### src/rtl/ifft_4p_serial_if.sv
// Stream bundle for the 4-point inverse FFT: input sample stream (s_*) and
// output sample stream (m_*), complex words packed as {imag, real}.
interface ifft_4p_serial_if #(
  parameter int DATAWIDTH = 32
);
  logic [DATAWIDTH-1:0] s_data;
  logic                 s_valid;
  logic                 s_ready;
  logic [DATAWIDTH-1:0] m_data;
  logic                 m_valid;
  logic                 m_ready;
  logic                 m_last;

  // slave: the transform block itself; master: the environment around it
  modport slave (
    input  s_data, s_valid, m_ready,
    output s_ready, m_data, m_valid, m_last
  );

  modport master (
    output s_data, s_valid, m_ready,
    input  s_ready, m_data, m_valid, m_last
  );
endinterface

### src/rtl/ifft_4p_serial.sv
// Streaming 4-point radix-2 inverse FFT: collect X[0..3], two halving
// butterfly stages (total 1/N), then emit x[0..3] in natural order.
module ifft_4p_serial #(
  parameter int DATAWIDTH = 32
) (
  input  logic            clk,
  input  logic            rst,
  ifft_4p_serial_if.slave bus
);

  localparam int W = DATAWIDTH / 2;

  localparam logic [1:0] S_COLLECT = 2'd0;
  localparam logic [1:0] S_STAGE1  = 2'd1;
  localparam logic [1:0] S_STAGE2  = 2'd2;
  localparam logic [1:0] S_EMIT    = 2'd3;

  logic [1:0]           r_state;
  logic [1:0]           r_in_cnt;
  logic [1:0]           r_out_cnt;
  logic [DATAWIDTH-1:0] r_x_p0 [4];
  logic [DATAWIDTH-1:0] r_a_p1;
  logic [DATAWIDTH-1:0] r_b_p1;
  logic [DATAWIDTH-1:0] r_c_p1;
  logic [DATAWIDTH-1:0] r_d_p1;
  logic [DATAWIDTH-1:0] r_y_p2 [4];

  logic w_s_ready;
  logic w_m_valid;
  logic w_in_xfer;
  logic w_out_xfer;

  function automatic logic signed [W-1:0] re_of(input logic [DATAWIDTH-1:0] z);
    return $signed(z[W-1:0]);
  endfunction

  function automatic logic signed [W-1:0] im_of(input logic [DATAWIDTH-1:0] z);
    return $signed(z[DATAWIDTH-1:W]);
  endfunction

  // (a +/- b) / 2 with one guard bit; arithmetic shift floors, and the
  // halved result always fits back into W bits, so no saturation is needed.
  function automatic logic signed [W-1:0] half_sum(
    input logic signed [W-1:0] a,
    input logic signed [W-1:0] b,
    input logic                sub
  );
    logic signed [W:0] ae;
    logic signed [W:0] be;
    logic signed [W:0] s;
    logic signed [W:0] h;
    ae = {a[W-1], a};
    be = {b[W-1], b};
    s  = sub ? (ae - be) : (ae + be);
    h  = s >>> 1;
    return h[W-1:0];
  endfunction

  function automatic logic [DATAWIDTH-1:0] cbutterfly(
    input logic [DATAWIDTH-1:0] p,
    input logic [DATAWIDTH-1:0] q,
    input logic                 sub
  );
    return {half_sum(im_of(p), im_of(q), sub), half_sum(re_of(p), re_of(q), sub)};
  endfunction

  assign w_s_ready  = (r_state == S_COLLECT) && !rst;
  assign w_m_valid  = (r_state == S_EMIT) && !rst;
  assign w_in_xfer  = bus.s_valid && w_s_ready;
  assign w_out_xfer = w_m_valid && bus.m_ready;

  assign bus.s_ready = w_s_ready;
  assign bus.m_valid = w_m_valid;
  assign bus.m_last  = w_m_valid && (r_out_cnt == 2'd3);
  assign bus.m_data  = w_m_valid ? r_y_p2[r_out_cnt] : '0;

  always_ff @(posedge clk) begin
    if (rst) begin
      r_state   <= S_COLLECT;
      r_in_cnt  <= 2'd0;
      r_out_cnt <= 2'd0;
      r_a_p1    <= '0;
      r_b_p1    <= '0;
      r_c_p1    <= '0;
      r_d_p1    <= '0;
      for (int i = 0; i < 4; i++) begin
        r_x_p0[i] <= '0;
        r_y_p2[i] <= '0;
      end
    end else begin
      case (r_state)
        // p0: frame buffer fill
        S_COLLECT: begin
          if (w_in_xfer) begin
            r_x_p0[r_in_cnt] <= bus.s_data;
            r_in_cnt         <= r_in_cnt + 2'd1;
            if (r_in_cnt == 2'd3) r_state <= S_STAGE1;
          end
        end
        // p1: first butterfly stage, pairs (X0,X2) and (X1,X3)
        S_STAGE1: begin
          r_a_p1  <= cbutterfly(r_x_p0[0], r_x_p0[2], 1'b0);
          r_b_p1  <= cbutterfly(r_x_p0[0], r_x_p0[2], 1'b1);
          r_c_p1  <= cbutterfly(r_x_p0[1], r_x_p0[3], 1'b0);
          r_d_p1  <= cbutterfly(r_x_p0[1], r_x_p0[3], 1'b1);
          r_state <= S_STAGE2;
        end
        // p2: second stage; the inverse twiddle is +j, so D is rotated by +j for x1
        S_STAGE2: begin
          r_y_p2[0] <= cbutterfly(r_a_p1, r_c_p1, 1'b0);
          r_y_p2[2] <= cbutterfly(r_a_p1, r_c_p1, 1'b1);
          r_y_p2[1] <= {half_sum(im_of(r_b_p1), re_of(r_d_p1), 1'b0),
                        half_sum(re_of(r_b_p1), im_of(r_d_p1), 1'b1)};
          r_y_p2[3] <= {half_sum(im_of(r_b_p1), re_of(r_d_p1), 1'b1),
                        half_sum(re_of(r_b_p1), im_of(r_d_p1), 1'b0)};
          r_state   <= S_EMIT;
        end
        S_EMIT: begin
          if (w_out_xfer) begin
            r_out_cnt <= r_out_cnt + 2'd1;
            if (r_out_cnt == 2'd3) r_state <= S_COLLECT;
          end
        end
        default: r_state <= S_COLLECT;
      endcase
    end
  end

endmodule
### src/flat_wrapper.sv
// flat-port wrapper written by rule: the top's interface ports become plain ports
module ifft_4p_serial_flat 
#(
  parameter int DATAWIDTH = 32
)
  (clk, rst, bus_s_data, bus_s_valid, bus_m_ready, bus_s_ready, bus_m_data, bus_m_valid, bus_m_last);
  ifft_4p_serial_if #(.DATAWIDTH(DATAWIDTH)) bus_i ();
  input  logic clk;
  input  logic rst;
  input wire logic [$bits(bus_i.s_data)-1:0] bus_s_data;
  input wire logic [$bits(bus_i.s_valid)-1:0] bus_s_valid;
  input wire logic [$bits(bus_i.m_ready)-1:0] bus_m_ready;
  output wire logic [$bits(bus_i.s_ready)-1:0] bus_s_ready;
  output wire logic [$bits(bus_i.m_data)-1:0] bus_m_data;
  output wire logic [$bits(bus_i.m_valid)-1:0] bus_m_valid;
  output wire logic [$bits(bus_i.m_last)-1:0] bus_m_last;
  assign bus_i.s_data = bus_s_data;
  assign bus_i.s_valid = bus_s_valid;
  assign bus_i.m_ready = bus_m_ready;
  assign bus_s_ready = bus_i.s_ready;
  assign bus_m_data = bus_i.m_data;
  assign bus_m_valid = bus_i.m_valid;
  assign bus_m_last = bus_i.m_last;
  ifft_4p_serial #(.DATAWIDTH(DATAWIDTH)) u_core (.clk(clk), .rst(rst), .bus(bus_i));
endmodule
### config.mk
export PLATFORM = sky130hd
export DESIGN_NAME = ifft_4p_serial_flat
export DESIGN_NICKNAME = d
export VERILOG_FILES = /design/src/rtl/ifft_4p_serial_if.sv /design/src/rtl/ifft_4p_serial.sv /design/src/flat_wrapper.sv
export SDC_FILE = /design/constraint.sdc
export NUM_CORES = 1
export LEC_CHECK = 0
export ABC_AREA = 1
export BUFFER_PORTS_ARGS = -buffer_cell sky130_fd_sc_hd__buf_4
export CORE_ASPECT_RATIO = 0.8
export CORE_MARGIN = 2
export CORE_UTILIZATION = 50
export DETAILED_ROUTE_END_ITERATION = 8
export PLACE_DENSITY = 0.67
export SLEW_MARGIN = 25
export SYNTH_ARGS = -nofsm -noshare
export SYNTH_HDL_FRONTEND = slang
export SYNTH_SLANG_ARGS = --single-unit
### constraint.sdc
create_clock -name clk -period 4 [get_ports clk]
set_clock_uncertainty 0.15 [all_clocks]
set_input_delay 0.2 -clock clk [delete_from_list [all_inputs] [get_ports clk]]
set_output_delay 0.2 -clock clk [all_outputs]
set_load 0.03 [all_outputs]
# After elaboration in Yosys (flattened, before gate mapping)
# Memory sizes are Yosys's and may differ from the RTL's. A register that Yosys moved wholly into a read port is not among the register bits.
# Index checks and enable logic that the tools add are counted.
totals:
  regBits: 134
  latchBits: 0
  ramBits: 256
  mem_bits_ro: 0
  inputBits: 36
  out_inout_bits: 35
  elab_cells: 75
  n_memories: 2
classes:
  add_sub_neg: 18
  n_mul: 0
  div_mod_pow: 0
  order_cmp: 0
  n_eq_ne: 9
  n_shift: 0
  mux: 24
  bitwise: 4
  reduce_logical: 11
memory_table:
  columns: ["name", "depth", "width", "rd", "rd_clocked_by_memory_dff", "write_ports", "line_no", "rtl"]
  rows:
  - ["u_core.r_x_p0", 4, 32, 4, 0, 4, "ifft_4p_serial.sv:21", "logic [DATAWIDTH-1:0] r_x_p0 [4];"]
  - ["u_core.r_y_p2", 4, 32, 1, 1, 4, "ifft_4p_serial.sv:26", "logic [DATAWIDTH-1:0] r_y_p2 [4];"]
ops:
  columns: ["cell", "count"]
  rows:
  - ["32-bit two-way mux", 6]
  - ["16-bit by 16-bit adder with 17-bit output", 8]
  - ["16-bit by 16-bit subtractor with 17-bit output", 8]
  - ["32-bit OR reduction", 1]
  - ["2-bit two-way mux", 7]
  - ["1-bit two-way mux", 10]
  - ["2-bit == test (second input constant)", 4]
  - ["2-bit case mux with 4 select lines", 1]
  - ["1-bit logical AND", 5]
  - ["2-bit by 1-bit adder with 2-bit output (second input constant)", 2]
  - ["2-bit by 1-bit != test with 1-bit output (second input constant)", 2]
  - ["2-bit != test (second input constant)", 2]
  - ["1-bit OR", 4]
  - ["2-bit AND reduction", 2]
  - ["4-bit AND reduction", 1]
  - ["2-bit by 1-bit == test with 1-bit output (second input constant)", 1]
  - ["2-bit logical NOT", 1]
  - ["1-bit logical NOT", 1]

# Depth between registers and ports, before layout
depth:
  depth_word: 9
  mapped_depth: 16
  depth_no_buf: 15

# Least setup slack after synthesis
# OpenSTA, ideal clock, no wires.
synth_timing:
  kind: "register -> register"
  start: "register u_core.r_state[0]"
  end: "memory u_core.r_x_p0[3][0] (enable)"
  setup_ns: 0.470
  t_arrival_ns: 3.448
  required_ns: 3.380
  setup_slack_ns: -0.068
  path_stages_with_launch: 8
  n_path_buf: 1
  period_less_slack_ns: 4.068
  path_cell_list: "dfxtp_1 -> inv_1 -> ha_1 -> and3_1 -> inv_2 -> buf_6 -> nor2_2 -> a211oi_1"
synth_lines:
  columns: ["item", "line_no", "rtl"]
  rows:
  - ["start: declaration", "ifft_4p_serial.sv:18", "logic [1:0] r_state;"]
  - ["start signal: assignment", "ifft_4p_serial.sv:79", "r_state <= S_COLLECT;"]
  - ["start signal: assignment", "ifft_4p_serial.sv:97", "if (r_in_cnt == 2'd3) r_state <= S_STAGE1;"]
  - ["start signal: assignment", "ifft_4p_serial.sv:106", "r_state <= S_STAGE2;"]
  - ["end: declaration", "ifft_4p_serial.sv:21", null]

# Worst setup path after layout
layout_timing:
  start: "input port rst"
  end: "output port bus_s_ready"
layout_via:
  elab_chain_cells: 2
layout_rtl:
  columns: ["item", "line_no", "rtl"]
  rows:
  - ["start: declaration", "flat_wrapper.sv:9", "input logic rst;"]
  - ["1-bit logical NOT", "ifft_4p_serial.sv:67", "assign w_s_ready = (r_state == S_COLLECT) && !rst;"]
  - ["1-bit logical AND", "ifft_4p_serial.sv:67", null]
  - ["end: declaration", "flat_wrapper.sv:13", "output wire logic [$bits(bus_i.s_ready)-1:0] bus_s_ready;"]
# Every way passes these cells.

==> flow_summary_export.csv <==
group,metric,value,unit
global_routing,gr-total-overflow,0,
sta,finalSetupTns,0,ns
yosys,avgSynthCellArea,6.81,µm²
sta,period_needed,2.87,ns
sta,tightest_slew,0.942,ns
global_routing,grt_pass1_wl,142000,µm
die,die_y,223,µm
global_routing,grt_start_max_net_pins,148,
cts,post-cts-setup-buffers,0,
route,drt-pass1-iter-count,6,
cts,cts_inserted_buffers,44,
setup_path,crit_fanout,52,
layout,nets,4704,
placement,hpwl,70800,µm
placement,io_buffers,70,
layout,antenna_cells,0,
setup_path,r2r_slack,1.23,ns
yosys,synth_largest_area_cell,"edfxtp_1",
setup_path,startpoint_type,"primary input",
route,drt_iter0_drc,3300,
route,drc,0,
power,power.density,701,nW/µm²
yosys,yosys_warnings,0,
placement,placed_area,30900,µm²
power,total_power,22.8,mW
setup_path,cp_common_cell,"buf_4",
cts,clock_path_buffers,3,
layout,area_growth,9.02,%
power,p_leak,16.8,nW
placement,dp.cells,5104,
route,routed_wl,90900,µm
yosys,synth_area,29900,µm²
sta,hold_violations,0,
sta,worst_hold_slack,0.192,ns
yosys,yosys-top-cells-area,"edfxtp_1 (26%), nand2_1 (13%), ha_1 (10%), inv_1 (9.7%), dfxtp_1 (9.1%)",
die,die_area,61800,µm²
route,wire_per_inst,17.4,µm
setup_path,slowest_delay,0.61,ns
layout,instances_no_fill,5217,
setup_path,cp_slowest_cell,"buf_4",
yosys,seq_area_frac_synth,34.8,%
setup_path,arrival,2.52,ns
route,postRouteAntennaNets,0,
sta,rsz0062_at_grt,"false",
min_path,hp-class,"in -> reg",
layout,drive_gt1_share,4.33,%
yosys,synth.top_cell.area_share,25.7,%
cts,clk_latency,0.59,ns
global_routing,track_usage,29.2,%
sta,slew_headroom,37.2,%
layout,nFillCells,5901,
sta,setup_ws,1.13,ns
setup_path,path_cells,"dlygate4sd3_1 -> buf_4 -> buf_4 -> buf_4 -> nor2_1 -> buf_4",
setup_path,end_kind,"output pin",
die,fp.dieW,277,µm
cts,clkSinkCount,392,
die,io_pins,71,
sta,fin_crit_sh,71.8,%
route,via_per_inst,5.28,
sta,final_max_slew_viol_count,0,
cts,cts_root_buffer,"clkbuf_16",
setup_path,required,3.65,ns
status,status,"complete, no violations",
global_routing,antenna_found_initial,0,
flow_run,maxCapViolCount,0,
global_routing,grt_pass1_vias,24400,
power,ir_worst_vdd,0.000417,V
layout,post-route-util,54.9,%
cts,path_clk_slew,0.06,ns
sta,fmax,348,MHz
placement,place_ws,1.40,ns
placement,gp_congestion,0.987,
die,core.rowCount,80,
yosys,syn-num-nets,4692,
yosys,synth_cells,4393,
cts,ctsHtreeMaxLevel,2,
die,core,59400,µm²
route,vias,27600,
yosys,ys_ff_latch,392,
layout,final_area,32600,µm²
die,start_util,50.4,%
setup_path,path_class,"in -> out",
sta,setup_viol,0,
cts,cts_tree,"built",
yosys,ys_types,40,
==> cell type report <==
cell class	count	area, µm²	area share (%)
Multi-Input combinational cell	3053	15800	48.5
Timing Repair Buffer	129	1080	3.31
Sequential cell	392	10400	31.9
Tap cell	779	975	2.99
Clock inverter	20	160	0.491
Clock buffer	59	1210	3.72
Inverter	785	2950	9.04
==> critical path, delay by kind of cell <==
kind,cells,cell delay [ns]
AND/OR/NAND/NOR,1,0.19
buffers and inverters,5,2.11
==> sequential cells by signal, indices dropped and copies added (netlist names), named ones only <==
| signal | cells |
|---|---|
| u_core.r_out_cnt | 2 |
| u_core.r_state | 2 |
| u_core.r_y_p2 | 128 |
| u_core.r_in_cnt | 2 |
| u_core.r_d_p1 | 32 |
| u_core.r_a_p1 | 32 |
| u_core.r_b_p1 | 32 |
| u_core.r_x_p0 | 128 |
| u_core.r_c_p1 | 32 |
==> cells in the mapped netlist <==
library cell and instances:
edfxtp_1 256, nand3_1 284, a21oi_1 387, nand3_2 1, nand2_2 2, buf_1 9, buf_6 5, a21oi_4 1
dfxtp_1 136, nor4_1 1, o211ai_1 10, and3_1 1, and2_1 10, nand2_1 996, ha_1 247, fa_1 16
a21oi_2 7, clkbuf_1 53, o21ai_0 222, clkinv_1 2, nor2_1 672, nor3_2 2, o21a_1 19, o31a_1 1
a21o_1 2, clkbuf_2 1, nor3_1 47, a21boi_0 1, a211oi_1 1, or2_2 3, nor2_2 4, xnor2_1 12
o21ai_1 5, o21bai_1 35, nand3b_1 12, buf_2 95, nand4_1 16, inv_2 9, inv_1 774, xor2_1 36
==> worst paths after layout <==
kind	startpoint	endpoint	cells after the start
worst min register to register	u_core.r_a_p1[0]$_SDFFE_PP0N_	u_core.r_a_p1[0]$_SDFFE_PP0N_	2
worst max register to register	u_core.r_c_p1[19]$_SDFFE_PP0N_	u_core.r_y_p2[0][31]$_SDFFCE_PN0P_	10
worst max-delay path	rst	bus_s_ready	6
worst min-delay path	bus_s_valid	u_core.r_in_cnt[0]$_SDFFE_PP0P_	6
==> cell families after synthesis <==
group	synth area share (%)
buffers and inverters	12.4
DFF	34.8
and+or+nand+nor	27.7
xor gates and xnor gates	1.41
adders and majority gates	11.4
AOI/OAI and AO/OA	12.3
==> timing repair <==
action                                 CTS  global route
resized for setup                        0             0
hold buffers                            34             0
endpoints found under the hold margin  140             0
==> power by group <==
part,switching [mW],total [mW],internal (mW)
clock,1.71,3.96,2.26
combinational,8.92,12.5,3.62
sequential,0.775,6.33,5.56
total,11.4,22.8,11.4
==> cell usage in the layout (no fill, tap or decap), types with 2 or more instances in the layout <==
cell,count
o211ai_1,10
bufinv_16,2
o21a_1,19
fa_1,16
edfxtp_1,256
buf_12,2
inv_2,9
inv_1,774
nand3_1,284
o21ai_1,5
nor2_1,671
and2_1,10
clkinvlp_4,3
clkbuf_1,10
or2_2,3
nor3_2,2
a21oi_1,387
a21oi_2,7
nand4_1,16
clkinv_1,8
clkbuf_8,3
buf_4,93
xor2_1,36
xnor2_1,12
nor2_2,4
nand3b_1,12
o21ai_0,222
a21o_1,2
o21bai_1,35
nor3_1,47
dfxtp_1,135
nand2_1,995
ha_1,246
dlygate4sd3_1,34
clkbuf_16,45
clkinv_2,6
nand2_2,2
==> routing by layer <==
layer	up-vias	wire (µm)	GRT usage [%]
met4	0	1210	4.75
met1	12500	46300	48.2
met2	1070	34800	39.2
met5	-	0	0
met3	81	8660	5.17
li1	13900	-	-
(Power assumes the default switching activity.)
